<file path="src/rtl/cert_chain_responder_pkg.sv">
// Shared constants, state encoding and helpers for the GET_CERTIFICATE responder.
package cert_chain_responder_pkg;

  localparam int DEF_CHUNK_BYTES = 16;
  localparam int DEF_ADDR_W      = 12;

  localparam logic [7:0] PROTOCOL_VERSION = 8'h01;

  localparam logic [7:0] MSG_GET_CERTIFICATE = 8'h82;
  localparam logic [7:0] MSG_CERTIFICATE     = 8'h02;
  localparam logic [7:0] MSG_ERROR           = 8'h7F;

  localparam logic [7:0] ERR_NONE                 = 8'h00;
  localparam logic [7:0] ERR_INVALID_REQUEST      = 8'h01;
  localparam logic [7:0] ERR_UNSUPPORTED_PROTOCOL = 8'h02;
  localparam logic [7:0] ERR_UNEXPECTED_REQUEST   = 8'h04;

  // Byte lanes of a message header.
  localparam int HDR_VERSION_LSB  = 0;
  localparam int HDR_MSG_TYPE_LSB = 8;
  localparam int HDR_PARAM1_LSB   = 16;
  localparam int HDR_PARAM2_LSB   = 24;

  typedef enum logic [2:0] {
    ST_IDLE         = 3'd0,
    ST_DECODE       = 3'd1,
    ST_FETCH        = 3'd2,
    ST_RESPOND      = 3'd3,
    ST_WAIT_RELEASE = 3'd4
  } state_t;

  // Bytes served: smallest of requested length, chunk limit and bytes left in the chain.
  function automatic logic [15:0] chunk_len(input logic [15:0] length,
                                            input logic [15:0] max_chunk,
                                            input logic [15:0] remaining);
    logic [15:0] n;
    n = length;
    if (max_chunk < n) n = max_chunk;
    if (remaining < n) n = remaining;
    return n;
  endfunction

  // Assemble a response header in the same byte layout as a request header.
  function automatic logic [31:0] build_header(input logic [7:0] param2,
                                               input logic [7:0] param1,
                                               input logic [7:0] msg_type);
    return {param2, param1, msg_type, PROTOCOL_VERSION};
  endfunction

endpackage

</file>
<file path="src/rtl/cert_chain_responder_fetcher.sv">
// Reads one chunk of certificate bytes from byte-wide storage into the payload buffer.
module cert_chunk_fetcher
  import cert_chain_responder_pkg::*;
#(
  parameter int CHUNK_BYTES = DEF_CHUNK_BYTES,
  parameter int ADDR_W      = DEF_ADDR_W,
  parameter int CNT_W       = $clog2(DEF_CHUNK_BYTES + 1)
) (
  input  logic                     clk,
  input  logic                     reset,
  input  logic                     clear,
  input  logic                     start,
  input  logic [ADDR_W-1:0]        base_addr,
  input  logic [CNT_W-1:0]         count,
  input  logic [7:0]               cert_data,
  output logic                     cert_rd_en,
  output logic [ADDR_W-1:0]        cert_addr,
  output logic [8*CHUNK_BYTES-1:0] payload,
  output logic                     done
);

  localparam int IDX_W = $clog2(CHUNK_BYTES);

  logic                     busy;
  logic [CNT_W-1:0]         idx;
  logic [CNT_W-1:0]         last_idx;
  logic                     cap_valid;
  logic [IDX_W-1:0]         cap_idx;
  logic [8*CHUNK_BYTES-1:0] buffer;

  assign last_idx = count - {{(CNT_W-1){1'b0}}, 1'b1};
  assign payload  = buffer;

  // Issue counter: walks idx 0..count-1, one read per cycle, after a start pulse.
  always_ff @(posedge clk) begin
    if (reset) begin
      busy <= 1'b0;
      idx  <= {CNT_W{1'b0}};
    end else if (start) begin
      busy <= 1'b1;
      idx  <= {CNT_W{1'b0}};
    end else if (busy) begin
      if (idx == last_idx) busy <= 1'b0;
      idx <= idx + {{(CNT_W-1){1'b0}}, 1'b1};
    end
  end

  // Track which byte lane the storage answers into on the next cycle.
  always_ff @(posedge clk) begin
    if (reset) begin
      cap_valid <= 1'b0;
      cap_idx   <= {IDX_W{1'b0}};
    end else begin
      cap_valid <= busy;
      cap_idx   <= idx[IDX_W-1:0];
    end
  end

  // Payload buffer: zeroed when a new request is accepted, then filled byte by byte.
  always_ff @(posedge clk) begin
    if (reset) begin
      buffer <= {(8*CHUNK_BYTES){1'b0}};
    end else if (clear) begin
      buffer <= {(8*CHUNK_BYTES){1'b0}};
    end else if (cap_valid) begin
      buffer[{cap_idx, 3'b000} +: 8] <= cert_data;
    end
  end

  // Read strobe/address decode; done marks the cycle issuing the final read.
  always_comb begin
    cert_rd_en = busy;
    cert_addr  = {ADDR_W{1'b0}};
    done       = 1'b0;
    if (busy) begin
      cert_addr = base_addr + ADDR_W'(idx);
      done      = (idx == last_idx);
    end else begin
      cert_addr = {ADDR_W{1'b0}};
      done      = 1'b0;
    end
  end

endmodule

</file>
<file path="src/rtl/cert_chain_responder.sv">
// GET_CERTIFICATE responder: request handshake, validation, chunk fetch and response.
module cert_chain_responder
  import cert_chain_responder_pkg::*;
#(
  parameter int CHUNK_BYTES = DEF_CHUNK_BYTES,
  parameter int ADDR_W      = DEF_ADDR_W
) (
  input  logic                     clk,
  input  logic                     reset,
  input  logic                     Enable,
  input  logic [31:0]              req_header,
  input  logic [31:0]              req_payload,
  input  logic                     Ack_in,
  input  logic [3:0]               slot_valid,
  input  logic [15:0]              chain_len,
  output logic [1:0]               cert_slot,
  output logic                     cert_rd_en,
  output logic [ADDR_W-1:0]        cert_addr,
  input  logic [7:0]               cert_data,
  output logic [31:0]              header,
  output logic [8*CHUNK_BYTES-1:0] payload,
  output logic [15:0]              resp_bytes,
  output logic                     Ack_out,
  output logic                     error
);

  localparam int CNT_W = $clog2(CHUNK_BYTES + 1);

  state_t      state;
  state_t      next_state;
  logic        capture;
  logic [7:0]  ver_q;
  logic [7:0]  type_q;
  logic [5:0]  p1_hi_q;
  logic [15:0] len_q;
  logic [15:0] off_q;
  logic [7:0]  code_q;
  logic [15:0] n_q;
  logic        start_q;
  logic [7:0]  dec_code;
  logic [15:0] dec_n;
  logic        fetch_done;
  logic        unused_param2;

  // Param2 carries nothing for GET_CERTIFICATE.
  assign unused_param2 = ^req_header[HDR_PARAM2_LSB +: 8];
  assign capture       = (state == ST_IDLE) && Enable && Ack_in;

  // Header/range validation; the first failing check decides the error code.
  always_comb begin
    dec_code = ERR_NONE;
    dec_n    = 16'd0;
    if (ver_q != PROTOCOL_VERSION) begin
      dec_code = ERR_UNSUPPORTED_PROTOCOL;
    end else if (type_q != MSG_GET_CERTIFICATE) begin
      dec_code = ERR_UNEXPECTED_REQUEST;
    end else if ((p1_hi_q != 6'd0) || !slot_valid[cert_slot] ||
                 (len_q == 16'd0) || (off_q >= chain_len)) begin
      dec_code = ERR_INVALID_REQUEST;
    end else begin
      dec_code = ERR_NONE;
      dec_n    = chunk_len(len_q, 16'(CHUNK_BYTES), chain_len - off_q);
    end
  end

  // State register.
  always_ff @(posedge clk) begin
    if (reset) state <= ST_IDLE;
    else       state <= next_state;
  end

  // Next-state logic.
  always_comb begin
    next_state = state;
    case (state)
      ST_IDLE:         if (capture) next_state = ST_DECODE;
                       else         next_state = ST_IDLE;
      ST_DECODE:       if (dec_code != ERR_NONE) next_state = ST_RESPOND;
                       else                      next_state = ST_FETCH;
      ST_FETCH:        if (fetch_done) next_state = ST_RESPOND;
                       else            next_state = ST_FETCH;
      ST_RESPOND:      next_state = ST_WAIT_RELEASE;
      ST_WAIT_RELEASE: if (!Ack_in) next_state = ST_IDLE;
                       else         next_state = ST_WAIT_RELEASE;
      default:         next_state = ST_IDLE;
    endcase
  end

  // Latch the request on acceptance and the decode verdict one cycle later.
  always_ff @(posedge clk) begin
    if (reset) begin
      ver_q     <= 8'h00;
      type_q    <= 8'h00;
      p1_hi_q   <= 6'd0;
      len_q     <= 16'd0;
      off_q     <= 16'd0;
      cert_slot <= 2'd0;
      code_q    <= ERR_NONE;
      n_q       <= 16'd0;
      start_q   <= 1'b0;
    end else begin
      if (capture) begin
        ver_q     <= req_header[HDR_VERSION_LSB +: 8];
        type_q    <= req_header[HDR_MSG_TYPE_LSB +: 8];
        p1_hi_q   <= req_header[HDR_PARAM1_LSB + 2 +: 6];
        cert_slot <= req_header[HDR_PARAM1_LSB +: 2];
        off_q     <= req_payload[15:0];
        len_q     <= req_payload[31:16];
      end
      if (state == ST_DECODE) begin
        code_q <= dec_code;
        n_q    <= dec_n;
      end
      start_q <= (state == ST_DECODE) && (dec_code == ERR_NONE);
    end
  end

  // Response registers: loaded leaving RESPOND, dropped once the initiator releases.
  always_ff @(posedge clk) begin
    if (reset) begin
      header     <= 32'h0000_0000;
      resp_bytes <= 16'd0;
      Ack_out    <= 1'b0;
      error      <= 1'b0;
    end else if (state == ST_RESPOND) begin
      Ack_out <= 1'b1;
      if (code_q != ERR_NONE) begin
        header     <= build_header(8'h00, code_q, MSG_ERROR);
        resp_bytes <= 16'd0;
        error      <= 1'b1;
      end else begin
        header     <= build_header(8'h00, {6'd0, cert_slot}, MSG_CERTIFICATE);
        resp_bytes <= n_q;
        error      <= 1'b0;
      end
    end else if ((state == ST_WAIT_RELEASE) && !Ack_in) begin
      Ack_out <= 1'b0;
      error   <= 1'b0;
    end
  end

  cert_chunk_fetcher #(
    .CHUNK_BYTES (CHUNK_BYTES),
    .ADDR_W      (ADDR_W),
    .CNT_W       (CNT_W)
  ) u_fetcher (
    .clk        (clk),
    .reset      (reset),
    .clear      (capture),
    .start      (start_q),
    .base_addr  (off_q[ADDR_W-1:0]),
    .count      (n_q[CNT_W-1:0]),
    .cert_data  (cert_data),
    .cert_rd_en (cert_rd_en),
    .cert_addr  (cert_addr),
    .payload    (payload),
    .done       (fetch_done)
  );

endmodule

</file>
<file path="config.mk">
export PLATFORM = sky130hd
export DESIGN_NAME = cert_chain_responder
export DESIGN_NICKNAME = d
export VERILOG_FILES = /design/src/rtl/cert_chain_responder_pkg.sv /design/src/rtl/cert_chain_responder_fetcher.sv /design/src/rtl/cert_chain_responder.sv
export SDC_FILE = /design/constraint.sdc
export NUM_CORES = 1
export LEC_CHECK = 0
export CAP_MARGIN = 20
export CORE_ASPECT_RATIO = 1.4
export CORE_MARGIN = 3
export CORE_UTILIZATION = 54
export CTS_BUF_LIST = sky130_fd_sc_hd__clkbuf_4
export DETAILED_ROUTE_END_ITERATION = 12
export MAX_ROUTING_LAYER = met4
export PLACE_DENSITY = 0.88
export SLEW_MARGIN = 40
export SYNTH_ARGS = -nofsm -noshare
export SYNTH_HDL_FRONTEND = slang
export SYNTH_SLANG_ARGS = --single-unit
</file>
<file path="constraint.sdc">
create_clock -name clk -period 9.55 [get_ports clk]
set_input_delay 1.91 -clock clk [delete_from_list [all_inputs] [get_ports clk]]
set_output_delay 1.91 -clock clk [all_outputs]
set_load 0.01 [all_outputs]
</file>
==> flow_metrics.env <==
export IMPL_die_w_um=125.2
export IMPL_clkTransAtPathRegs_ps=70
export IMPL_startpoint="chain_len[1]"
export IMPL_synth_seq_area_share_pct=44.93
export IMPL_path_class="input pin to flip-flop"
export IMPL_powerDensity_nw_per_um2=147.4
export IMPL_setup_viol=0
export IMPL_worst_path_buf_inv=1
export IMPL_post_cts_buffers=0
export IMPL_cts_tree="yes"
export IMPL_clockPowerShare_pct=37.7
export IMPL_dieArea_um2=21640
export IMPL_reg2regPathDepth=17
export IMPL_synth_flop_cell="dfxtp_1"
export IMPL_ir_worst_vdd_v=0.0001256
export IMPL_required_ps=10130
export IMPL_synth_cell_types=59
export IMPL_slowest_delay_ps=470
export IMPL_gp_congestion=0.9213
export IMPL_cts_resized=0
export IMPL_grt_pass1_wl_mm=46.20
export IMPL_crit_path_top_delay_cell="clkdlybuf4s50_1"
export IMPL_die_y_um=172.9
export IMPL_post_route_drc_count=0
export IMPL_drive_above_1_share_pct=7.348
export IMPL_grt_pass1_vias=9526
export IMPL_synth_edff_count=0
export IMPL_synthCells=1208
export IMPL_r2r_setup_slack_ps=4970
export IMPL_final_util_pct=72.28
export IMPL_htreeDepth=2
export IMPL_dpl_hpwl_mm=20.88
export IMPL_routedWlPerCell_um=16.46
export IMPL_fmax_mhz=171.1
export IMPL_nFillCells=1432
export IMPL_rsz0062_at_grt="no"
export IMPL_outcome="finished clean"
export IMPL_grt_ovfl_total=0
export IMPL_fin_crit_ps=5846
export IMPL_viasPerCell=5.448
export IMPL_min_delay_start="type_q[3]"
export IMPL_io_buffers=259
export IMPL_worst_pin_slew_ps=763.2
export IMPL_cp_start_kind="input pin"
export IMPL_relSlewSlack_pct=49.12
export IMPL_syn_area_um2=10740
export IMPL_critical_path_cell_chain="clkdlybuf4s50_1 -> ha_1 -> nor2b_1 -> o2111ai_1 -> nand3_1 -> a311o_1 -> o21ba_1 -> nor4_1 -> a311o_1 -> ha_1 -> a21o_1 -> a21o_1 -> a21oi_1 -> nand3_2 -> nor4_4 -> and2_1 -> a22o_1"
export IMPL_start_util_pct=55.45
export IMPL_grt_max_degree=107
export IMPL_p_sw_mw=0.5448
export IMPL_drt_initial_drc_count=532
export IMPL_register_area_um2=4825
export IMPL_tns_ps=0
export IMPL_insertion_delay_ps=660
export IMPL_ys_async_sr_fraction_pct=0
export IMPL_p_int_mw=1.518
export IMPL_hold_violations=0
export IMPL_fin_crit_sh_pct=61.22
export IMPL_cp_end_kind="flip-flop"
export IMPL_crit_fanout=9
export IMPL_dp_slack_ps=3192
export IMPL_power_leakage_nw=5.776
export IMPL_cts_root_buf="clkbuf_4"
export IMPL_cts_num_sinks=241
export IMPL_crit_cells=17
export IMPL_ys_ff_latch=241
export IMPL_vias=9513
export IMPL_reg2reg_from="off_q[1]"
export IMPL_hold_path_class="flip-flop to flip-flop"
export IMPL_grt_util_all_layers_pct=26.36
export IMPL_combPwrFrac_pct=12.2
export IMPL_rows=60
export IMPL_area_delta_synth_final_pct=30.36
export IMPL_final_nets=1602
export IMPL_p_sw_share_pct=26.41
export IMPL_critical_path_arrival_ps=6420
export IMPL_ctsHoldBuffers=0
export IMPL_fin_ws_ps=3704
export IMPL_totalWireLength_mm=28.74
export IMPL_p_seq_share_pct=50.1
export IMPL_drv_cap=0
export IMPL_r2r_end="n_q[15]"
export IMPL_synth_warnings=0
export IMPL_avgSynthCellArea_um2=8.890
export IMPL_slew_viol_final=0
export IMPL_cp_top_family="compound AO/OA/AOI/OAI gates"
export IMPL_antenna_found_initial=1
export IMPL_multi_input_area_um2=5485
export IMPL_worstSetupEndpoint="n_q[15]"
export IMPL_cts_buffers=54
export IMPL_ios=289
export IMPL_drtAntennaViolNets=0
export IMPL_drtPass1Iterations=5
export IMPL_clk_path_buf_depth=3
export IMPL_coreArea_um2=19370
export IMPL_skew_ps=36.40
cells by family (layout without fill, tap and decap cells):
family,Yosys count,after routing,synth area share [%]
AO/OA/AOI/OAI,178,178,10.23
multiplexers,131,131,12.34
buffers and inverters,120,379,5.266
flip-flops,241,241,44.93
XOR/XNOR,31,31,2.598
other,2,33,0.06993
AND/OR/NAND/NOR,462,462,19.42
adder cells (fa/ha/maj),43,43,5.150
synthesized netlist by cell type (all sizes together) (13+ instances only):
| master | count | share of area, % |
|---|---|---|
| a21o | 13 | 0.91 |
| nor3 | 20 | 1.1 |
| o21ai | 18 | 0.84 |
| buf | 42 | 2.5 |
| nand2 | 143 | 5.0 |
| inv | 27 | 0.94 |
| xnor2 | 19 | 1.6 |
| a22oi | 25 | 1.7 |
| clkbuf | 51 | 1.8 |
| nor2 | 198 | 7.0 |
| and2 | 15 | 0.87 |
| dfxtp | 241 | 45 |
| ha | 41 | 4.8 |
| mux2i | 129 | 12 |
| a21oi | 90 | 4.2 |
| nand3 | 16 | 0.84 |
worst min-delay path: cells and delay by family (launching register included):
family,cells,cell delay [ps]
compound gates,1,50
simple gates,1,50
flops,1,310
flip-flops by register name (all words and copies together) (netlist names):
register and count:
Ack_out 1, cert_slot 2, code_q 3, error 1, header 5, len_q 16, n_q 16, off_q 16
p1_hi_q 6, resp_bytes 16, start_q 1, state 3, type_q 8, u_fetcher.cap_idx 4, u_fetcher.cap_valid 1, u_fetcher.cert_rd_en 1
u_fetcher.idx 5, u_fetcher.payload 128, ver_q 8
layer usage:
metal,global-route usage [%],up-vias,wire [µm]
li1,-,4602,-
met1,27.90,4489,10640
met5,-,-,0
met4,11.39,0,1102
met2,48.07,356,15310
met3,4.265,66,1695
final cells by class:
| class | instances | share of cell area, % |
|---|---|---|
| Sequential cell | 241 | 34.46 |
| Tap cell | 248 | 2.216 |
| Multi-Input combinational cell | 877 | 39.18 |
| Inverter | 27 | 0.7239 |
| Clock inverter | 13 | 0.5809 |
| Clock buffer | 77 | 4.129 |
| Timing Repair Buffer | 262 | 18.69 |
| Antenna cell | 1 | 0.01787 |
how the worst min path moves through the flow:
| stage | to | slack, ps | depth (start not counted) |
|---|---|---|---|
| 6_report | type_q[3] | 450 | 2 |
| 5_1_grt | len_q[12] | 470 | 2 |
| 4_1_cts | type_q[3] | 460 | 2 |
| 3_5_place_dp | type_q[3] | 450 | 2 |
| 3_3_place_gp | type_q[7] | 440 | 2 |
| 2_1_floorplan | type_q[7] | 430 | 2 |
through the flow:
stage / instance area [µm²] / power, mW / hold WS, ps / std cells
2_1_floorplan: 10850 / 1.225 / 431.2 / 1238
3_3_place_gp: 13320 / 1.296 / 437.7 / 1655
3_5_place_dp: 13340 / 1.305 / 446.7 / 1655
4_1_cts: 14000 / 2.078 / 456.2 / 1745
5_1_grt: 14000 / 2.157 / 468.5 / 1746
6_report: 14000 / 2.063 / 453.7 / 1746
power by group through the flow:
stage	clock [mW]	sequential, mW	combinational [mW]
after floorplan	0	1.05	0.173
after global placement	0	1.06	0.240
after global routing	0.845	1.04	0.276
after detailed placement	0	1.06	0.248
final	0.778	1.03	0.251
after CTS	0.795	1.03	0.250
cells in the final DEF (no fill, tap or decap), types with 25 or more instances in the layout:
master | synthesis | layout
nand2_1 | 143 | 142
clkdlybuf4s50_1 | 0 | 258
a22oi_1 | 25 | 25
clkbuf_4 | 0 | 77
nor2_1 | 194 | 194
conb_1 | 2 | 32
ha_1 | 41 | 41
mux2i_1 | 129 | 129
a21oi_1 | 90 | 90
inv_1 | 27 | 27
dfxtp_1 | 241 | 241
No activity file was read; power rests on OpenSTA's default activity.
